File: src/rtl/seq_mult8x8_ctrl.sv
// Sequential 8x8 unsigned multiplier: one 4x4 nibble product per cycle over four cycles.
// Optional macro MULT_STICKY_ERR_EN makes the ERR state sticky until reset.
module seq_mult8x8_ctrl (
  input  logic        clk,
  input  logic        rst_n,
  input  logic        start,
  input  logic [7:0]  dataa,
  input  logic [7:0]  datab,
  output logic [15:0] product8x8,
  output logic        done_flag,
  output logic [2:0]  state_out
);

  localparam logic [2:0] ST_IDLE = 3'd0;
  localparam logic [2:0] ST_CALC = 3'd1;
  localparam logic [2:0] ST_DONE = 3'd2;
  localparam logic [2:0] ST_ERR  = 3'd4;  // outside 0..3 so the encoder shows "E"

  typedef enum logic [2:0] {
    IDLE = ST_IDLE,
    CALC = ST_CALC,
    DONE = ST_DONE,
    ERR  = ST_ERR
  } state_t;

  state_t      state, state_next;
  logic [7:0]  a_reg, a_next;
  logic [7:0]  b_reg, b_next;
  logic [15:0] acc, acc_next;
  logic [1:0]  count, count_next;

  logic [3:0]  nib_a, nib_b;
  logic [7:0]  pp;
  logic [15:0] pp_shifted;

  // Nibble selection and alignment for the current partial product.
  always_comb begin
    nib_a      = a_reg[3:0];
    nib_b      = b_reg[3:0];
    pp_shifted = '0;
    case (count)
      2'd0: begin nib_a = a_reg[3:0]; nib_b = b_reg[3:0]; end
      2'd1: begin nib_a = a_reg[7:4]; nib_b = b_reg[3:0]; end
      2'd2: begin nib_a = a_reg[3:0]; nib_b = b_reg[7:4]; end
      default: begin nib_a = a_reg[7:4]; nib_b = b_reg[7:4]; end
    endcase
    pp = {4'b0000, nib_a} * {4'b0000, nib_b};
    case (count)
      2'd0:    pp_shifted = {8'h00, pp};
      2'd1,
      2'd2:    pp_shifted = {4'h0, pp, 4'h0};
      default: pp_shifted = {pp, 8'h00};
    endcase
  end

  // NOTE: every signal written here gets a default first, otherwise a path
  // that skips the assignment would infer a latch.
  always_comb begin
    state_next = state;
    a_next     = a_reg;
    b_next     = b_reg;
    acc_next   = acc;
    count_next = count;
    case (state)
      IDLE, DONE: begin
        if (start) begin
          a_next     = dataa;
          b_next     = datab;
          acc_next   = '0;
          count_next = '0;
          state_next = CALC;
        end
      end
      CALC: begin
        if (start) begin
          // Launch while busy: freeze the partial sum and flag the error.
          state_next = ERR;
        end else begin
          acc_next   = acc + pp_shifted;
          count_next = count + 2'd1;
          if (count == 2'd3) state_next = DONE;
        end
      end
      ERR: begin
`ifdef MULT_STICKY_ERR_EN
        state_next = ERR;
`else
        if (!start) state_next = IDLE;
`endif
      end
      default: state_next = IDLE;
    endcase
  end

  // NOTE: sequential state uses non-blocking assignments so every register
  // samples the pre-edge values, independent of statement order.
  always_ff @(posedge clk) begin
    if (!rst_n) begin
      state <= IDLE;
      a_reg <= '0;
      b_reg <= '0;
      acc   <= '0;
      count <= '0;
    end else begin
      state <= state_next;
      a_reg <= a_next;
      b_reg <= b_next;
      acc   <= acc_next;
      count <= count_next;
    end
  end

  assign product8x8 = acc;
  assign done_flag  = (state == DONE);
  assign state_out  = state;

endmodule

File: config.mk
export PLATFORM = sky130hd
export DESIGN_NAME = seq_mult8x8_ctrl
export DESIGN_NICKNAME = d
export VERILOG_FILES = /design/src/rtl/seq_mult8x8_ctrl.sv
export SDC_FILE = /design/constraint.sdc
export NUM_CORES = 1
export LEC_CHECK = 0
export CORE_MARGIN = 2
export CORE_UTILIZATION = 35
export CTS_BUF_LIST = sky130_fd_sc_hd__clkbuf_16
export DETAILED_ROUTE_END_ITERATION = 12
export HOLD_SLACK_MARGIN = 0.12
export SETUP_SLACK_MARGIN = 0.02
export SYNTH_ARGS = -nofsm -noshare
export SYNTH_HDL_FRONTEND = slang
export SYNTH_SLANG_ARGS = --single-unit
File: constraint.sdc
create_clock -name clk -period 8 [get_ports clk]
set_clock_uncertainty 0.1 [all_clocks]
set_input_delay 1.2 -clock clk [delete_from_list [all_inputs] [get_ports clk]]
set_output_delay 1.2 -clock clk [all_outputs]
set_load 0.03 [all_outputs]
# After elaboration in Yosys (flattened, before gate mapping)
# Index checks and enable logic that the tools add are counted.
dict set report word_totals {
  reg_bits 37
  latch_bits 0
  mem_bits_rw 0
  romBits 0
  in_bits 19
  output_inout_bits 20
  word_cells 42
  memories 0
}
dict set report classes {
  n_addsub 2
  n_mul 1
  div 0
  magnitude_cmp 0
  eq_ne 10
  shifts 0
  n_mux 14
  bitwise_logic 0
  reduce_logical 10
}
# cell count
set ops {}
lappend ops {{$pmux W16 S2} 2}
lappend ops {{$mux W16} 2}
lappend ops {{$add A16 B16 Y16} 1}
lappend ops {{$mux W3} 4}
lappend ops {{$pmux W3 S3} 1}
lappend ops {{$mul A4 B4 Y8} 1}
lappend ops {{$mux W4} 2}
lappend ops {{$reduce_or A2 Y1} 4}
lappend ops {{$ne A2 B2 Y1 const B} 3}
lappend ops {{$reduce_and A3 Y1} 2}
lappend ops {{$eq A2 B2 Y1 const B} 2}
lappend ops {{$mux W2} 2}
lappend ops {{$pmux W2 S2} 1}
lappend ops {{$eq A3 B1 Y1 const B} 1}
lappend ops {{$eq A3 B2 Y1 const B} 1}
lappend ops {{$eq A3 B3 Y1 const B} 1}
lappend ops {{$logic_not A3 Y1} 1}
lappend ops {{$ne A3 B3 Y1 const B} 1}
lappend ops {{$add A2 B1 Y2 const B} 1}
lappend ops {{$eq A2 B1 Y1 const B} 1}
lappend ops {{$logic_not A2 Y1} 1}
lappend ops {{$reduce_and A2 Y1} 1}
lappend ops {{$reduce_bool A2 Y1} 1}

# Longest topological paths before layout
dict set report depth {
  ltp_word 8
  ltp_mapped 24
}

# Least setup slack after synthesis
# No wires, ideal clock.
dict set report synth_timing {
  path_type {flip-flop to flip-flop}
  start {reg count[0]}
  end {reg acc[11], in the netlist product8x8[11]}
  setup_ns 0.117
  t_arrival_ns 5.171
  required_ns 7.783
  setup_slack_ns 2.612
  stages_incl_launch_ff 24
  path_cell_list {dfxtp_1 -> inv_1 -> ha_1 -> buf_2 -> nor2_1 -> mux2i_1 -> or2_2 -> fa_1 -> inv_1 -> fa_1 -> inv_1 -> fa_1 -> nor2b_1 -> o21ai_0 -> nand2_1 -> xor2_1 -> a22oi_1 -> nor2_1 -> ha_1 -> a211o_1 -> o21ai_2 -> a21oi_1 -> or3_1 -> a32o_1}
}
dict set report synth_via {
  elab_chain_cells 8
  word_cells_on_any_way 13
}
# item line
set synth_rtl {}
lappend synth_rtl {{start, declared} 30} ;# logic [1:0] count, count_next;
lappend synth_rtl {{start signal, assigned} 109} ;# count <= count_next;
lappend synth_rtl {{$eq A2 B2 Y1 (tied with other cells)} {41, 48}}
lappend synth_rtl {{$reduce_or A2 Y1 (no source line)} n/a}
lappend synth_rtl {{$mux W4} 41} ;# case (count)
lappend synth_rtl {{$mul A4 B4 Y8} 47} ;# pp = {4'b0000, nib_a} * {4'b0000, nib_b};
lappend synth_rtl {{$pmux W16 S2 (*)} 48} ;# case (count)
lappend synth_rtl {{$add A16 B16 Y16 (*)} 79} ;# acc_next = acc + pp_shifted;
lappend synth_rtl {{$mux W16 (*)} 75} ;# if (start) begin
lappend synth_rtl {{$pmux W16 S2 (*)} 64} ;# case (state)
lappend synth_rtl {{end signal, assigned} 108} ;# acc <= acc_next;
lappend synth_rtl {{end, declared} 29} ;# logic [15:0] acc, acc_next;
# Every way passes the cells marked *; elsewhere a longest branch is shown, timed or not. The select of a mux whose other input is x is not followed.
# A chain may end at the register's enable or synchronous reset.

# Worst setup path in the final report
# Ends and elaborated chain as after synthesis.

==> results by group <==
Outcome
  – Outcome: completed

Placement
  – Placer's final routability congestion estimate: 0.9166
  – Half-perimeter wire length after detailed placement: ~5100 um
  – Placed Area: approximately 3400 um2
  – Port Buffer Count: 38

Setup path
  – Maximum fanout count along the critical path: 10
  – Category of the critical setup timing path: flip-flop to flip-flop
  – Worst path required time: between 8000 and 9000 ps
  – Crit. End Element: flip-flop
  – Worst path arrival time: 5910 ps
  – Type of origin of the critical path: flip-flop

Job
  – Maximum Capacitance Violations: 0

Synth
  – Leading area contributor after synthesis: dfxtp_1
  – Fraction of post-synthesis cell area in the top cell type by area: 0.2522
  – Flops & latches, synth: 37
  – Post-synthesis sequential area ratio: 0.2522
  – Fraction of registers with async set or reset after synthesis: 0
  – Syn Std Cell Area: slightly below 3000 um2
  – YS warnings: 0
  – Most instantiated flip-flop cell in the synthesis netlist: dfxtp_1
  – Synthesized instance count: 363
  – Post-synthesis average cell area: around 8.1 um2
  – Number of different library cells in the post-synthesis netlist: slightly below 60
  – Top post-synthesis cells by area: dfxtp_1 25%, ha_1 13%, nand2_1 7.2%
  – Total nets after synthesis: about 420
  – Number of enable-type register cells in the synthesized netlist: 0

Timing
  – Final Critical Period: around 5800 ps
  – Highest clock rate: roughly 170 MHz
  – Final hold slack: 351.9 ps
  – Slew @ Worst Pin: between 900 and 1000 ps
  – Ratio of final minimum period to clock period: 0.7304
  – Endpoints failing hold: 0
  – Final sum of negative setup slack: 0 ps
  – Setup repair after global routing missed its margin: no
  – Final max-slew violation count: 0
  – Count of final setup violators: 0
  – Max-slew headroom: 0.3633

Final layout
  – Layout fillers: 831
  – Register Area: between 700 and 800 um2
  – Area used by multi-input combinational logic: 2090 um2
  – Commonest cells after routing, fill and taps aside: 56 x nand2_1, 38 x clkdlybuf4s50_1, 37 x dfxtp_1, 34 x nor2_1, 31 x ha_1
  – Commonest non-fill, non-tap cell in the layout: nand2_1
  – Layout overhead on the synthesized area: 22.07%
  – Final net count: 450
  – Number of inserted diodes: 0
  – Max FFs per register: 16
  – Proportion of layout cells with a drive suffix above 1: 0.06566
  – Final Cell Area: ~3600 um2

Detailed routing
  – Final WL: ~6600 um
  – Drt pass-1 iters: 4
  – Via density: just over 5
  – Routed Antenna Nets: 0
  – WL per Instance: around 13 um
  – DRC violation total after the first TritonRoute iteration: 148
  – Post-route DRC violation count: 0
  – Met3 layer wire length in the routed design: around 190 um
  – Top Layer Used: met4
  – Met1 wire length: 3464 um
  – Routed via count: ~2600
  – Detailed route wirelength on metal2: 2893 um

Floorplan
  – Die footprint: just over 9000 um2
  – Total core area: 8175 um2
  – Die boundary height: about 96 um
  – Number of top-level pins: 39
  – Placement Rows: 33
  – Initial standard-cell utilization of the core: 0.3592
  – Chip width: approximately 96 um

Clocking
  – Post-CTS Repair Setup Buffers: 0
  – Max clock buf depth: 2
  – Total number of H-tree levels: 2
  – Clock edge transition at the registers on the reported setup and hold paths: 60 ps
  – TritonCTS clock tree: built
  – Total of cells resized after clock tree synthesis: 0
  – Clock root buffer: clkbuf_16
  – Number of buffers inserted during clock tree synthesis: 5
  – Clock Sinks: 37
  – Later-pin clock latency in the skew report: approximately 270 ps
  – CTS Hold Buffers Added: 0

GRT
  – Remaining global-route overflow: 0
  – Global-route wire length before repair: between 10000 and 15000 um
  – Maximum number of pins on one net before global-route repair: 32
  – Vias in the first global route: ~2400
  – Total routing resource utilization after global routing: 0.1543
  – Initial antenna violation count: 0

Pwr
  – PwrDens: between 100 and 150 nW/um2
  – Overall power consumption: roughly 0.51 mW
  – Leakage power: 1.488 nW
  – Worst VDD drop: between 0.1 and 0.15 mV

Min path
  – Worst hold path class: flip-flop to flip-flop
[kinds of logic (layout without fill, tap and decap cells)]
logic type,after synthesis,after routing,synth area share
AND/OR/NAND/NOR,144,144,0.2360
AO/OA/AOI/OAI,98,98,0.2403
flip-flops,37,37,0.2522
adder cells (fa/ha/maj),36,36,0.1662
buffers and inverters,26,59,0.03621
XOR/XNOR,14,14,0.04176
multiplexers,8,8,0.02727
[worst max-delay path, cell delays in order (launching register included)]
cell,delay [ps]
dfxtp_1,410
inv_1,90
ha_1,310
nor2_1,400
mux2i_1,220
or2_2,350
fa_1,530
inv_1,50
fa_1,550
inv_1,60
fa_1,450
nor2b_1,120
o21ai_0,80
nand2_1,90
xor2_1,240
a22oi_1,100
nor2_1,110
ha_1,300
a211o_1,350
o21ai_2,170
a21oi_1,90
or3_1,310
a32o_1,250
[through the flow]
step	setup WS, ps	instances	utilization
after floorplan	2612	363	-
after global placement	2321	493	0.4152
after detailed placement	2189	493	0.4152
after CTS	2161	501	0.4385
after global routing	1636	501	0.4385
final	2157	501	0.4385
[synthesized netlist by cell type (all sizes together) (8+ instances only)]
master,instances
buf,8
xnor2,9
o21ai,24
nand2,56
nand3,9
mux2i,8
inv,12
a21oi,18
and2,9
dfxtp,37
nor2,34
a21boi,19
ha,31
[where the power goes]
part	internal [mW]	leakage (nW)	total (mW)	switching, mW
logic	0.0263	1.09	0.0615	0.0352
registers	0.191	0.301	0.196	0.00504
clock network	0.178	0.0938	0.254	0.0764
total	0.395	1.49	0.512	0.117
[layer usage]
layer | up-vias | GRT usage
met5 | - | 0
met4 | 0 | 0.04643
met3 | 2 | 0.02213
met2 | 39 | 0.2418
met1 | 1202 | 0.2187
li1 | 1350 | -
[layout make-up]
class / count / area share
inverter: 12 / 0.01257
multi-input combinational: 300 / 0.5829
sequential: 37 / 0.2066
clock buffer: 5 / 0.03490
clock inverter: 3 / 0.01815
tap: 105 / 0.03665
timing repair buffer: 39 / 0.1082
[worst paths after layout]
check,start,end,slack (ps),depth (start not counted)
setup / recovery,count[0]$_SDFFE_PN0P_,product8x8[11]$_SDFFE_PN0P_,2160,22
hold / removal,b_reg[1]$_SDFFE_PN0P_,b_reg[1]$_SDFFE_PN0P_,350,2
setup reg to reg,count[0]$_SDFFE_PN0P_,product8x8[11]$_SDFFE_PN0P_,2160,22
hold reg to reg,b_reg[1]$_SDFFE_PN0P_,b_reg[1]$_SDFFE_PN0P_,350,2
(Power assumes the default switching activity.)
==> variant 1, RTL diff (same flow settings) <==
Add an input register stage for `start`, `dataa` and `datab`, without a reset; this delays them by one clock.
--- a/src/rtl/seq_mult8x8_ctrl.sv
+++ b/src/rtl/seq_mult8x8_ctrl.sv
@@ -22,6 +22,16 @@
     DONE = ST_DONE,
     ERR  = ST_ERR
   } state_t;
+
+  logic start_q;
+  logic [7:0] dataa_q;
+  logic [7:0] datab_q;
+
+  always_ff @(posedge clk) begin
+    start_q <= start;
+    dataa_q <= dataa;
+    datab_q <= datab;
+  end
 
   state_t      state, state_next;
   logic [7:0]  a_reg, a_next;
@@ -63,16 +73,16 @@
     count_next = count;
     case (state)
       IDLE, DONE: begin
-        if (start) begin
-          a_next     = dataa;
-          b_next     = datab;
+        if (start_q) begin
+          a_next     = dataa_q;
+          b_next     = datab_q;
           acc_next   = '0;
           count_next = '0;
           state_next = CALC;
         end
       end
       CALC: begin
-        if (start) begin
+        if (start_q) begin
           // Launch while busy: freeze the partial sum and flag the error.
           state_next = ERR;
         end else begin
@@ -85,7 +95,7 @@
 `ifdef MULT_STICKY_ERR_EN
         state_next = ERR;
 `else
-        if (!start) state_next = IDLE;
+        if (!start_q) state_next = IDLE;
 `endif
       end
       default: state_next = IDLE;
Check against the original RTL: not equivalent (a bounded check fails within 4 cycles, from zero or initial values and one cycle with rst_n low).
==> variant 1 against the original RTL <==
- critical path depth grew 1
- synthesized area grew 9.1%
- total power grew 12%
- maximum frequency shrank 2.2%
- utilization shrank 0.51 points
- routed wire length grew 3.8%
- design area grew 6.5%
- sequential cell count grew 17
- worst setup slack lost 0.13 ns
- largest power group is now sequential cells
- highest routed layer unchanged
==> variant 1: results (changes against the original RTL) <==
metric,value,unit,change
status,"complete, no violations",,
Synth cell types,56,,-3.4%
"Reg clk slew, reported paths",0.08,ns,+0.02 ns
Vias/cell,5.16,,-0.29%
switching part of the total power,26.0,%,+3.2 points
Synth area leaders,"dfxtp_1, ha_1, nand2_1",,
grt met2 use,24.3,%,+0.14 points
DP Wirelength,5.18,mm,+1.9%
register area share after synthesis,33.7,%,+8.5 points
Pwr Density,150,nW/um2,+5.1%
Vias,2668,,+2.9%
xor and xnor area share after synthesis,3.28,%,-0.90 points
Comb group,58.5,uW,-4.9%
layout cell share with drive strength beyond 1,6.36,%,-0.21 points
WL/cell,13.2,um,+0.55%
P_seq,286,uW,+46%
met3 wire length,199,um,+7.6%
placed cell count,509,,+3.2%
M1 WL,3.22,mm,-7.0%
GR Util met1,17.0,%,-4.9 points
Skew-Pair Late Insertion Delay,0.30,ns,+0.03 ns
Post-Syn Instances,375,,+3.3%
Max-Slew Margin vs Limit,48.6,%,+12 points
P_leak,0.00157,uW,+5.4%
gr usage total,13.8,%,-1.6 points
via count of the first global-routing pass,2458,,+1.4%
GRT met3 Usage,2.53,%,+0.32 points
variant 1: changes by cell type in the layout (fill, tap and decap cells not counted), moves of 5 or more:
cell	unedited run	this run
a21oi_1	13	37
a21boi_1	16	0
dfxtp_1	37	54
a21oi_2	5	0
and2_1	9	4
nor3_1	3	8
o21ai_1	6	1
variant 1: final timing paths:
kind	depth (start not counted)	slack (ns)	to	start
max	23	2.03	product8x8[9]$_SDFFE_PN0P_	count[0]$_SDFFE_PN0P_
min	2	0.34	a_reg[2]$_SDFFE_PN0P_	dataa_q[2]$_DFF_P_
max reg2reg	23	2.03	product8x8[9]$_SDFFE_PN0P_	count[0]$_SDFFE_PN0P_
min reg2reg	2	0.34	a_reg[2]$_SDFFE_PN0P_	dataa_q[2]$_DFF_P_
variant 1: area by class of cell:
cell class | instances | area (um2)
fillers | 871 | 4990
multi-input cells | 295 | 2010
flip-flops and latches | 54 | 1080
repair buffers | 38 | 380
well taps | 108 | 135
clock buffers | 5 | 125
inverters | 14 | 52.6
clock inverters | 3 | 28.8
==> variant 2, RTL diff (config.mk and constraints unchanged) <==
Made on the original files. Add a define of `MULT_STICKY_ERR_EN`.
--- a/src/rtl/seq_mult8x8_ctrl.sv
+++ b/src/rtl/seq_mult8x8_ctrl.sv
@@ -1,5 +1,7 @@
 // Sequential 8x8 unsigned multiplier: one 4x4 nibble product per cycle over four cycles.
 // Optional macro MULT_STICKY_ERR_EN makes the ERR state sticky until reset.
+`define MULT_STICKY_ERR_EN
+
 module seq_mult8x8_ctrl (
   input  logic        clk,
   input  logic        rst_n,
Behaviour: not the same (Yosys sat finds a counterexample within 4 cycles, from zero or initial values and one cycle with rst_n low).
==> variant 2 against the original RTL <==
- design area down 4.7%
- worst setup slack worse by 0.28 ns
- final cell count down 3.0%
- total power down 11%
- routed wire length about the same
- sequential share of layout area up 1.0 points
- via count down 0.89%
- first-iteration DRC count down 17%
- sequential cell count unchanged
- synthesized area down 3.8%
- largest cell class unchanged
==> variant 2: results (changes against the original RTL) <==
metric,value,unit,change
status,"complete, no violations",,
first-pass GRT wire length,10.8,mm,-3.9%
register area share after synthesis,26.2,%,+1.0 points
switching power,122,uW,+4.6%
FILL cells,808,,-2.8%
Final GP Congestion,0.864,,-5.7%
Synth area leaders,"dfxtp_1, ha_1, a21oi_1",,
Synth Net Count,410,,-1.9%
Commonest cells post-synth,"nand2_1, a21oi_1, dfxtp_1",,
P_leak,0.00142,uW,-4.7%
Crit Path Category,reg2reg,,
Post-synth top flop,dfxtp_1,,
r2r endpoint,product8x8[13]$_SDFFE_PN0P_,,
Synth cell types,50,,-14%
gr usage total,15.2,%,-0.24 points
Vias,2570,,-0.89%
post-CTS setup buffer count,0,,unchanged
DP Wirelength,5.18,mm,+1.9%
CP peak stage delay,0.53,ns,-0.02 ns
final wirelength,6.60,mm,about the same
initial DRC count,123,,-17%
VDD IR max,84.6,uV,-20%
layout cell share with drive strength beyond 1,3.91,%,-2.7 points
"setup slack, reg-to-reg",1.88,ns,-0.28 ns
Skew-Pair Late Insertion Delay,0.28,ns,
largest net degree at the start of global routing,29,,-9.4%
via count of the first global-routing pass,2330,,-3.9%
nets@finish,438,,-2.7%
cts repair resizes,0,,unchanged
slew of the pin with the lowest slew margin,0.852,ns,-0.0995 ns
Critical Path AT,6.20,ns,+0.29 ns
## variant 2: cell types whose count changed after synthesis, sizes merged, moves of 3 or more
cell	unedited run	this run
a21boi	19	0
a21oi	18	43
a22o	3	9
and2	9	6
buf	8	0
clkbuf	6	17
nand2	56	52
nor2	34	29
nor3	5	2
nor4	3	0
o21ai	24	10
or3	3	0
## variant 2: per-stage QoR
stage | area, um2 | std cells | total power [uW] | utilization (%) | setup slack [ns]
after floorplan | 2820 | 355 | 241 | - | 2.25
after global placement | 3270 | 478 | 262 | 42.1 | 2.11
after detailed placement | 3270 | 478 | 262 | 42.1 | 1.95
after CTS | 3410 | 486 | 459 | 44.0 | 1.91
after global routing | 3410 | 486 | 473 | 44.0 | 1.38
final | 3410 | 486 | 454 | 44.0 | 1.88
## variant 2: cells by family (layout without fill, tap and decap cells)
logic type	count (synthesis)	in the layout	share of synthesized area, %
fa+ha+maj	36	36	17.3
mux	11	11	3.99
simple gates	126	126	21.0
flops	37	37	26.2
buf+inv	29	58	3.90
xor+xnor	16	16	4.96
compound gates	100	100	22.6
## variant 2: power by group through the flow
stage	registers (uW)	clock network (uW)	logic, uW
finish	197	197	60.9
global route	198	207	68.2
CTS	197	201	61.7
detailed placement	201	0	61.4
global placement	201	0	60.9
floorplan	201	0	39.9
## variant 2: metal layers
layer  share of wire, %  up-vias  GRT usage [%]  wire [um]
met3                5.1        6           3.37        337
met1                 49     1186           20.7       3240
met5                  0        -              0          0
met4               0.95        0           4.71         63
met2                 45       63           23.9       2960
li1                   -     1315              -          -
## variant 2: area by class of cell
class	instances	share of cell area (%)
multi-input cells	289	57.8
flip-flops and latches	37	21.7
repair buffers	38	11.1
well taps	102	3.74
clock buffers	5	3.66
inverters	12	1.32
clock inverters	3	0.660
